==> config.mk <==
export PLATFORM = sky130hd
export DESIGN_NAME = load_store_unit
export DESIGN_NICKNAME = d
export VERILOG_FILES = /design/src/rtl/lsu_pkg.sv /design/src/rtl/lsu_align.sv /design/src/rtl/load_store_unit.sv
export SDC_FILE = /design/constraint.sdc
export NUM_CORES = 1
export LEC_CHECK = 0
export CAP_MARGIN = 10
export CORE_MARGIN = 10
export CORE_UTILIZATION = 40
export DETAILED_ROUTE_END_ITERATION = 8
export GPL_TIMING_DRIVEN = 0
export PLACE_DENSITY_LB_ADDON = 0.1
export SLEW_MARGIN = 20
export SYNTH_ARGS = -nofsm -noshare
export SYNTH_HDL_FRONTEND = slang
export SYNTH_HIERARCHICAL = 1
export SYNTH_SLANG_ARGS = --single-unit
==> constraint.sdc <==
create_clock -name clk -period 2.7 [get_ports clk]
set_clock_uncertainty 0.15 [all_clocks]
set_input_delay 0.27 -clock clk [delete_from_list [all_inputs] [get_ports clk]]
set_output_delay 0.27 -clock clk [all_outputs]
set_load 0.01 [all_outputs]
==> src/rtl/lsu_pkg.sv <==
// Shared encodings and helpers for the MEM-stage load/store unit.
package lsu_pkg;

  localparam int unsigned OP_W   = 4;
  localparam int unsigned WORD_W = 32;

  // Memory operation encodings carried on mem_op
  typedef enum logic [OP_W-1:0] {
    OP_NONE = 4'd0,
    OP_LB   = 4'd1,
    OP_LBU  = 4'd2,
    OP_LH   = 4'd3,
    OP_LHU  = 4'd4,
    OP_LW   = 4'd5,
    OP_SB   = 4'd8,
    OP_SH   = 4'd9,
    OP_SW   = 4'd10
  } mem_op_e;

  typedef enum logic {
    IDLE   = 1'b0,
    RMW_WR = 1'b1
  } state_e;

  function automatic logic is_load(input logic [OP_W-1:0] op);
    return (op == OP_LB) || (op == OP_LBU) || (op == OP_LH) ||
           (op == OP_LHU) || (op == OP_LW);
  endfunction

  function automatic logic is_store(input logic [OP_W-1:0] op);
    return (op == OP_SB) || (op == OP_SH) || (op == OP_SW);
  endfunction

  function automatic logic is_subword_store(input logic [OP_W-1:0] op);
    return (op == OP_SB) || (op == OP_SH);
  endfunction

endpackage

==> src/rtl/lsu_align.sv <==
// Combinational lane logic: load extract/extend, store merge, alignment check.
module lsu_align
  import lsu_pkg::*;
(
  input  logic [OP_W-1:0]   op,
  input  logic [1:0]        byte_off,
  input  logic [WORD_W-1:0] word,
  input  logic [WORD_W-1:0] store_data,
  output logic [WORD_W-1:0] load_data,
  output logic [WORD_W-1:0] merged,
  output logic              misalign
);

  logic [7:0]  sel_byte;
  logic [15:0] sel_half;

  // Pick the addressed byte/halfword and extend it for loads
  always_comb begin
    sel_byte  = word[{byte_off, 3'b000} +: 8];
    sel_half  = word[{byte_off[1], 4'b0000} +: 16];
    load_data = '0;
    case (op)
      OP_LB:   load_data = {{24{sel_byte[7]}}, sel_byte};
      OP_LBU:  load_data = {24'h000000, sel_byte};
      OP_LH:   load_data = {{16{sel_half[15]}}, sel_half};
      OP_LHU:  load_data = {16'h0000, sel_half};
      OP_LW:   load_data = word;
      default: load_data = '0;
    endcase
  end

  // Replace the addressed lane of the old word with the store data
  always_comb begin
    merged = word;
    if (op == OP_SB) begin
      merged[{byte_off, 3'b000} +: 8] = store_data[7:0];
    end else if (op == OP_SH) begin
      merged[{byte_off[1], 4'b0000} +: 16] = store_data[15:0];
    end
  end

  // Halfword ops need addr[0]=0, word ops need addr[1:0]=0
  always_comb begin
    misalign = (((op == OP_LH) || (op == OP_LHU) || (op == OP_SH)) && byte_off[0]) ||
               (((op == OP_LW) || (op == OP_SW)) && (byte_off != 2'b00));
  end

endmodule

==> src/rtl/load_store_unit.sv <==
// MEM-stage load/store unit: extended loads, aligned word stores, and
// byte/halfword stores done as a two-cycle read-modify-write.
module load_store_unit
  import lsu_pkg::*;
#(
  parameter int unsigned ADDR_W = 32,
  parameter int unsigned DATA_W = 32
) (
  input  logic              clk,
  input  logic              reset,
  input  logic              req_valid,
  input  logic [OP_W-1:0]   mem_op,
  input  logic [ADDR_W-1:0] addr,
  input  logic [DATA_W-1:0] store_data,
  input  logic              flush,
  output logic              dm_mem_read,
  output logic              dm_mem_write,
  output logic [ADDR_W-1:0] dm_address,
  output logic [DATA_W-1:0] dm_write_data,
  input  logic [DATA_W-1:0] dm_read_data,
  output logic [DATA_W-1:0] load_data,
  output logic              stall,
  output logic              misaligned,
  output logic [ADDR_W-1:0] bad_addr
);

  state_e            state;
  state_e            state_next;
  logic [DATA_W-1:0] merge_reg;
  logic [ADDR_W-1:0] addr_reg;
  logic [DATA_W-1:0] align_load;
  logic [DATA_W-1:0] align_merged;
  logic              align_misalign;
  logic              req_live;
  logic              eff;
  logic              start_rmw;
  logic [ADDR_W-1:0] word_addr;

  lsu_align u_align (
    .op         (mem_op),
    .byte_off   (addr[1:0]),
    .word       (dm_read_data),
    .store_data (store_data),
    .load_data  (align_load),
    .merged     (align_merged),
    .misalign   (align_misalign)
  );

  // Request qualification shared by FSM, outputs and registers
  always_comb begin
    req_live   = req_valid & ~flush;
    misaligned = req_live & align_misalign;
    eff        = req_live & ~align_misalign & (is_load(mem_op) | is_store(mem_op));
    start_rmw  = (state == IDLE) & eff & is_subword_store(mem_op);
    word_addr  = {addr[ADDR_W-1:2], 2'b00};
  end

  // State register
  always_ff @(posedge clk or posedge reset) begin
    if (reset) begin
      state <= IDLE;
    end else begin
      state <= state_next;
    end
  end

  // Next-state: a sub-word store spends exactly one cycle in RMW_WR
  always_comb begin
    state_next = state;
    case (state)
      IDLE:    if (start_rmw) state_next = RMW_WR;
      RMW_WR:  state_next = IDLE;
      default: state_next = IDLE;
    endcase
  end

  // Memory-side and pipeline outputs per state
  always_comb begin
    dm_mem_read   = 1'b0;
    dm_mem_write  = 1'b0;
    dm_address    = word_addr;
    dm_write_data = '0;
    load_data     = '0;
    stall         = 1'b0;
    case (state)
      IDLE: begin
        if (eff) begin
          if (is_load(mem_op)) begin
            dm_mem_read = 1'b1;
            load_data   = align_load;
          end else if (mem_op == OP_SW) begin
            dm_mem_write  = 1'b1;
            dm_write_data = store_data;
          end else if (is_subword_store(mem_op)) begin
            dm_mem_read = 1'b1;
            stall       = 1'b1;
          end
        end
      end
      RMW_WR: begin
        dm_mem_write  = 1'b1;
        dm_address    = addr_reg;
        dm_write_data = merge_reg;
      end
      default: ;
    endcase
  end

  // Capture merged word/address for the write phase, and the last bad address
  always_ff @(posedge clk or posedge reset) begin
    if (reset) begin
      merge_reg <= '0;
      addr_reg  <= '0;
      bad_addr  <= '0;
    end else begin
      if (start_rmw) begin
        merge_reg <= align_merged;
        addr_reg  <= word_addr;
      end
      if (misaligned) begin
        bad_addr <= addr;
      end
    end
  end

endmodule

-- Yosys cells after proc, flatten, opt, wreduce, memory -nomap -nowiden
Index checks and enable logic that the tools add are counted.
- register bits: 95
- output and inout bits: 132
- $add $sub $neg: 2
- equal/unequal tests: 8
- shifts and indexed selects: 6
- muxes and demuxes: 27
- bitwise gates (word level): 10
- reduce and logical (&&, ||, !) cells: 13
- operators with widths (kind ; count):
    2-to-1 mux 32 bit ; 9
    case mux 32 bit (5 select lines) ; 1
    bitwise mux 32 bit ; 2
    case mux 32 bit (2 select lines) ; 1
    variable shift 16 x 7 -> 32 bit (first input constant) ; 1
    variable shift 8 x 7 -> 32 bit (first input constant) ; 1
    variable part select 16 x 7 -> 32 bit ; 1
    variable part select 32 x 6 -> 16 bit ; 1
    variable part select 32 x 6 -> 8 bit ; 1
    variable part select 8 x 7 -> 32 bit ; 1
    negation 5 -> 7 bit ; 2
    == test 4 bit (second input constant) ; 3
    2-to-1 mux 1 bit ; 12
    logical OR 1 bit ; 10
    == test 4 x 2 -> 1 bit (second input constant) ; 2
    == test 4 x 3 -> 1 bit (second input constant) ; 2
    AND 1 bit ; 6
    == test 4 x 1 -> 1 bit (second input constant) ; 1
    case mux 1 bit (2 select lines) ; 2
    NOT 1 bit ; 3
    logical AND 1 bit ; 2
    nonzero test 2 bit ; 1
    bitwise OR 1 bit ; 1

-- Longest topological paths before layout
- depth after elaboration: 12
- depth in mapped cells: 12
- depth with buffers taken out: 9

-- By module
Netlist, hierarchy kept.
- by module, submodules not included (module ; instances ; cells each ; area an instance (µm²) ; seq. area each (µm²)):
    load_store_unit ; 1 ; 324 ; 4511.8 ; 2377.3
    lsu_align ; 1 ; 210 ; 1442.6 ; 0.0

-- Least setup slack after synthesis
No wires, ideal clock.
- kind: in2out
- from: input addr[0]
- to: output load_data[10]
- arrival time: 2.548 ns
- data required time: 2.280 ns
- slack: -0.268 ns
- cell stages on the path: 12
- cell sequence: buf_4 inv_1 ha_1 nor3b_1 a31oi_1 a2bb2oi_1 a21oi_1 or4b_1 buf_2 a2111oi_4 clkbuf_2 and2_1
- word-level cells in the longest chain between the ends: 8
- RTL lines (item ; RTL line ; text):
    start, declared ; load_store_unit.sv:13 ; input logic [ADDR_W-1:0] addr,
    nonzero test 2 bit ; lsu_align.sv:45 ; (((op == OP_LW) || (op == OP_SW)) && (byte_off != 2'b00));
    logical AND 1 bit ; lsu_align.sv:45 ;
    logical OR 1 bit (*) ; lsu_align.sv:44 ; misalign = (((op == OP_LH) || (op == OP_LHU) || (op == OP_SH)) && byte_off[0]) ||
    net align_misalign ; load_store_unit.sv:33 ; logic align_misalign;
    NOT 1 bit (*) ; load_store_unit.sv:53 ; eff = req_live & ~align_misalign & (is_load(mem_op) | is_store(mem_op));
    AND 1 bit (*) (2 in a row) ; load_store_unit.sv:53 ;
    2-to-1 mux 32 bit (*) ; load_store_unit.sv:87 ; if (eff) begin
    2-to-1 mux 32 bit (*) ; load_store_unit.sv:85 ; case (state)
    end, declared ; load_store_unit.sv:21 ; output logic [DATA_W-1:0] load_data,
The timed path passes the listed nets; every way through them passes the cells marked *.

-- Final worst setup path
- from: input addr[1]
- to: output dm_write_data[7]
- word-level cells in the longest chain between the ends: 8
- RTL lines (item ; RTL line ; text):
    nonzero test 2 bit ; lsu_align.sv:45 ;
    logical AND 1 bit ; lsu_align.sv:45 ;
    logical OR 1 bit ; lsu_align.sv:44 ;
    net align_misalign ; load_store_unit.sv:33 ;
    NOT 1 bit ; load_store_unit.sv:53 ;
    AND 1 bit (2 in a row) ; load_store_unit.sv:53 ;
    2-to-1 mux 32 bit ; load_store_unit.sv:87 ;
    case mux 32 bit (2 select lines) ; load_store_unit.sv:85 ;
    end, declared ; load_store_unit.sv:19 ; output logic [DATA_W-1:0] dm_write_data,
The timed path passes the listed nets, and every way through them passes these cells.

==> results_tabular.tex <==
\begin{tabular}{lr}
\hline
Metric & Value \\
\hline
\multicolumn{2}{l}{\textbf{Yosys}} \\
\quad Largest area contributor in the netlist & dfrtp\_1 \\
\quad Fraction of synthesis flops using an asynchronous set or reset pin & 1.000 \\
\quad Most instantiated library cell after synthesis & mux2\_2 \\
\quad Post-synth EDFFs & 0 \\
\quad Count of distinct cell types in the synthesized netlist & 56 \\
\quad Yosys top cell area share & 0.3992 \\
\quad Most common flop cell mapped by yosys & dfrtp\_1 \\
\quad Synth top cells by count & 121 x mux2\_2, 95 x dfrtp\_1, 54 x nand2\_1 \\
\quad Sequential share of the synthesized area & 0.3992 \\
\quad Synthesized cell area & between 5000 and 6000 µm² \\
\quad Top post-synthesis cells by area & dfrtp\_1 40\%, mux2\_2 23\%, a22o\_1 7.1\% \\
\quad Synth Instances & 534 \\
\quad Post-Synthesis Mean Instance Area & 11.15 µm² \\
\quad Seq cells post-synth & between 90 and 100 \\
\quad Number of warnings issued by yosys & 6 \\
\multicolumn{2}{l}{\textbf{Detailed routing}} \\
\quad Via/cell ratio & $\sim$5.5 \\
\quad Routed via count & 5545 \\
\quad DRC errors left & 0 \\
\quad Final ANT Viol Nets & 0 \\
\quad 1st-pass router iterations & 5 \\
\quad Mean routed wirelength per cell & 22.26 µm \\
\quad DR iter-0 viols & about 290 \\
\quad Total Routed Length & $\sim$23000 µm \\
\multicolumn{2}{l}{\textbf{Clock tree}} \\
\quad Later-pin clock latency in the skew report & 0.34 ns \\
\quad TritonCTS clock tree & yes \\
\quad Buffers from clock root to sink, at most & 2 \\
\quad Number of hold-repair buffers added at the cts stage & 0 \\
\quad Root buffer cell & clkbuf\_16 \\
\quad Clock sinks & 95 \\
\quad CTS Buf Count & 9 \\
\quad Clock input transition at the sequential cells of the worst setup and hold paths & 0.06 ns \\
\quad Deepest level of the CTS H-tree & 3 \\
\multicolumn{2}{l}{\textbf{Global route}} \\
\quad Via count of the first global-routing pass & approximately 6000 \\
\quad Wire length of the first global-routing pass & approximately 34000 µm \\
\quad Pin count of the biggest net entering global routing & 31 \\
\quad Leftover overflow at the end of global routing & 0 \\
\quad Number of antenna violations at the first check in global routing & 0 \\
\quad Overall global routing resource usage & 0.2159 \\
\multicolumn{2}{l}{\textbf{Floorplan}} \\
\quad Die Height & $\sim$140 µm \\
\quad Placement Rows & 44 \\
\quad IO Pins & 236 \\
\quad Chip Width & 142.0 µm \\
\quad Initial standard-cell utilization of the core & 0.4097 \\
\quad Die outline area & 20170 µm² \\
\quad Core outline area & 14530 µm² \\
\multicolumn{2}{l}{\textbf{Layout}} \\
\quad Area taken by flip-flops and latches & 2377 µm² \\
\quad Share of final-layout standard cells stronger than drive strength 1 & 0.4099 \\
\quad Filler cell count & 1148 \\
\quad Count of placed standard cells in the final layout, fillers left out & roughly 1000 \\
\quad Number of antenna diodes & 0 \\
\quad Layout overhead on the synthesized area & 59.11\% \\
\quad Final net count & 932 \\
\quad Area taken by multi-input logic gates & roughly 3500 µm² \\
\multicolumn{2}{l}{\textbf{STA}} \\
\quad Post-route clock period utilization & 1.114 \\
\quad Number of setup violations in the final report & 63 \\
\quad Unrepaired setup endpoints after global routing & yes \\
\quad Slew at the pin closest to its max-slew limit & 0.7255 ns \\
\quad Final Hold Fails & 0 \\
\quad Max frequency & 332.4 MHz \\
\quad Headroom to the max-slew limit & 0.5131 \\
\quad Setup WS post-layout & -0.3082 ns \\
\quad Final Slew Violations & 0 \\
\quad Final Critical Period & 3.008 ns \\
\multicolumn{2}{l}{\textbf{Power and ir drop}} \\
\quad Pleak & roughly 4.3 nW \\
\quad Total power divided by cell area & 483.5 nW/µm² \\
\quad Peak VDD IR & 0.0004250 V \\
\multicolumn{2}{l}{\textbf{Placement}} \\
\quad Placer Congestion & between 0.8 and 0.9 \\
\quad HPWL Detailed & 17130 µm \\
\quad Count of buffers from port buffering & 233 \\
\quad Worst slack after detailed placement & -1.659 ns \\
\quad Cell count after placement & 955 \\
\multicolumn{2}{l}{\textbf{Critical path}} \\
\quad Required time worst endpoint & 2.28 ns \\
\quad Source of the critical timing path & addr[1] \\
\quad Type of origin of the critical path & input pin \\
\quad CP endpoint & dm\_write\_data[7] \\
\quad Critical Path Sink Type & output port \\
\quad Critical register-to-register path startpoint & state \\
\quad Largest driver fanout on the critical path & 7 \\
\quad Worst Reg-to-Reg Cells & 7 \\
\quad Arr. time, crit path & 2.59 ns \\
\quad FF-to-FF setup slack & 0.27 ns \\
\quad Terminus of the critical flop-to-flop path & merge\_reg[3] \\
\quad Crit Path Category & input pin to output port \\
\multicolumn{2}{l}{\textbf{Flow run}} \\
\quad Maximum Capacitance Violations & 0 \\
\multicolumn{2}{l}{\textbf{Hold path}} \\
\quad Hold Path Class & input pin to flop \\
\multicolumn{2}{l}{\textbf{Outcome}} \\
\quad Violated checks & setup timing \\
\quad Status & finished, violations left \\
\hline
\end{tabular}
[worst min path at each step]
stage	start	endpoint	slack (ns)	cells after the start
final	addr[1]	bad_addr[1]	0.15	3
after global routing	addr[1]	bad_addr[1]	0.16	3
after CTS	addr[1]	bad_addr[1]	0.11	2
after detailed placement	addr_reg[25]	addr_reg[25]	0.34	1
after global placement	addr_reg[14]	addr_reg[14]	0.33	1
after floorplan	addr[0]	bad_addr[0]	0.27	1
[cells by family (layout without fill, tap and decap cells)]
family | count (synthesis) | in the layout | synth area share
AND/OR/NAND/NOR | 138 | 138 | 0.1267
multiplexers | 135 | 135 | 0.2553
AO/OA/AOI/OAI | 116 | 116 | 0.1675
flip-flops | 95 | 95 | 0.3992
buffers and inverters | 43 | 335 | 0.03866
adder cells (fa/ha/maj) | 5 | 5 | 0.01051
other | 1 | 2 | 0.0006298
XOR/XNOR | 1 | 1 | 0.001471
[cells in the final DEF, fill, tap and decap left out, types with 5 or more instances in the layout]
cell	instances
a221o_1	17
a22o_1	48
a22oi_1	22
and2_4	31
buf_12	8
buf_2	34
buf_4	30
buf_6	59
buf_8	10
clkbuf_1	6
clkbuf_16	9
clkdlybuf4s50_1	159
dfrtp_1	95
mux2_2	121
mux2i_1	9
nand2_1	54
nor2_1	17
nor2b_1	6
o21ai_0	7
o21ai_1	5
[power by group]
group          internal (W)  switching [W]  total [W]
Sequential          0.00177       0.000189    0.00196
Clock              0.000720       0.000554    0.00127
Combinational      0.000823       0.000521    0.00134
[metrics by stage]
stage / power (W) / area, µm² / TNS (ns) / utilization / hold WS, ns
finish: 0.004580 / 9474 / -13.50 / 0.6519 / 0.1517
global placement: 0.003229 / 8563 / -193.30 / 0.5892 / 0.3336
floorplan: 0.002562 / 6001 / -0.5315 / - / 0.2706
detailed placement: 0.003282 / 8631 / -197.77 / 0.5938 / 0.3414
CTS: 0.004608 / 9255 / -21.62 / 0.6368 / 0.1092
global route: 0.004815 / 9474 / -21.60 / 0.6519 / 0.1598
[worst max-delay path, stage by stage]
cell	delay, ns
buf_12	0.10
clkinvlp_4	0.08
ha_4	0.14
nor3b_2	0.04
a31oi_1	0.15
a2bb2oi_1	0.22
a21oi_2	0.10
or4b_4	0.57
nor2_4	0.20
buf_6	0.13
buf_6	0.10
buf_6	0.13
buf_6	0.10
a22o_1	0.13
buf_6	0.12
[layer usage]
| metal | track usage | part of all wire |
|---|---|---|
| met2 | 0.3651 | 0.49 |
| met4 | 0.07370 | 0.031 |
| met5 | 0 | 0 |
| met1 | 0.2471 | 0.39 |
| met3 | 0.07677 | 0.090 |
[final cells by class]
cell class              count  share of cell area
clock inverters             6            0.007528
flip-flops and latches     95              0.2509
clock buffers               9             0.02377
inverters                   6            0.003698
plain buffers              33             0.02985
well taps                 184             0.02430
repair buffers            281              0.2938
multi-input cells         397              0.3661
[timing repair]
action / 4_1_cts / 5_1_grt
resized for setup: 393 / 58
setup endpoints to repair: 190 / 117
pin swaps: 49 / 20
cloned: 5 / 0
buffers inserted: 31 / 13
Power figures use the tool's default switching activity.
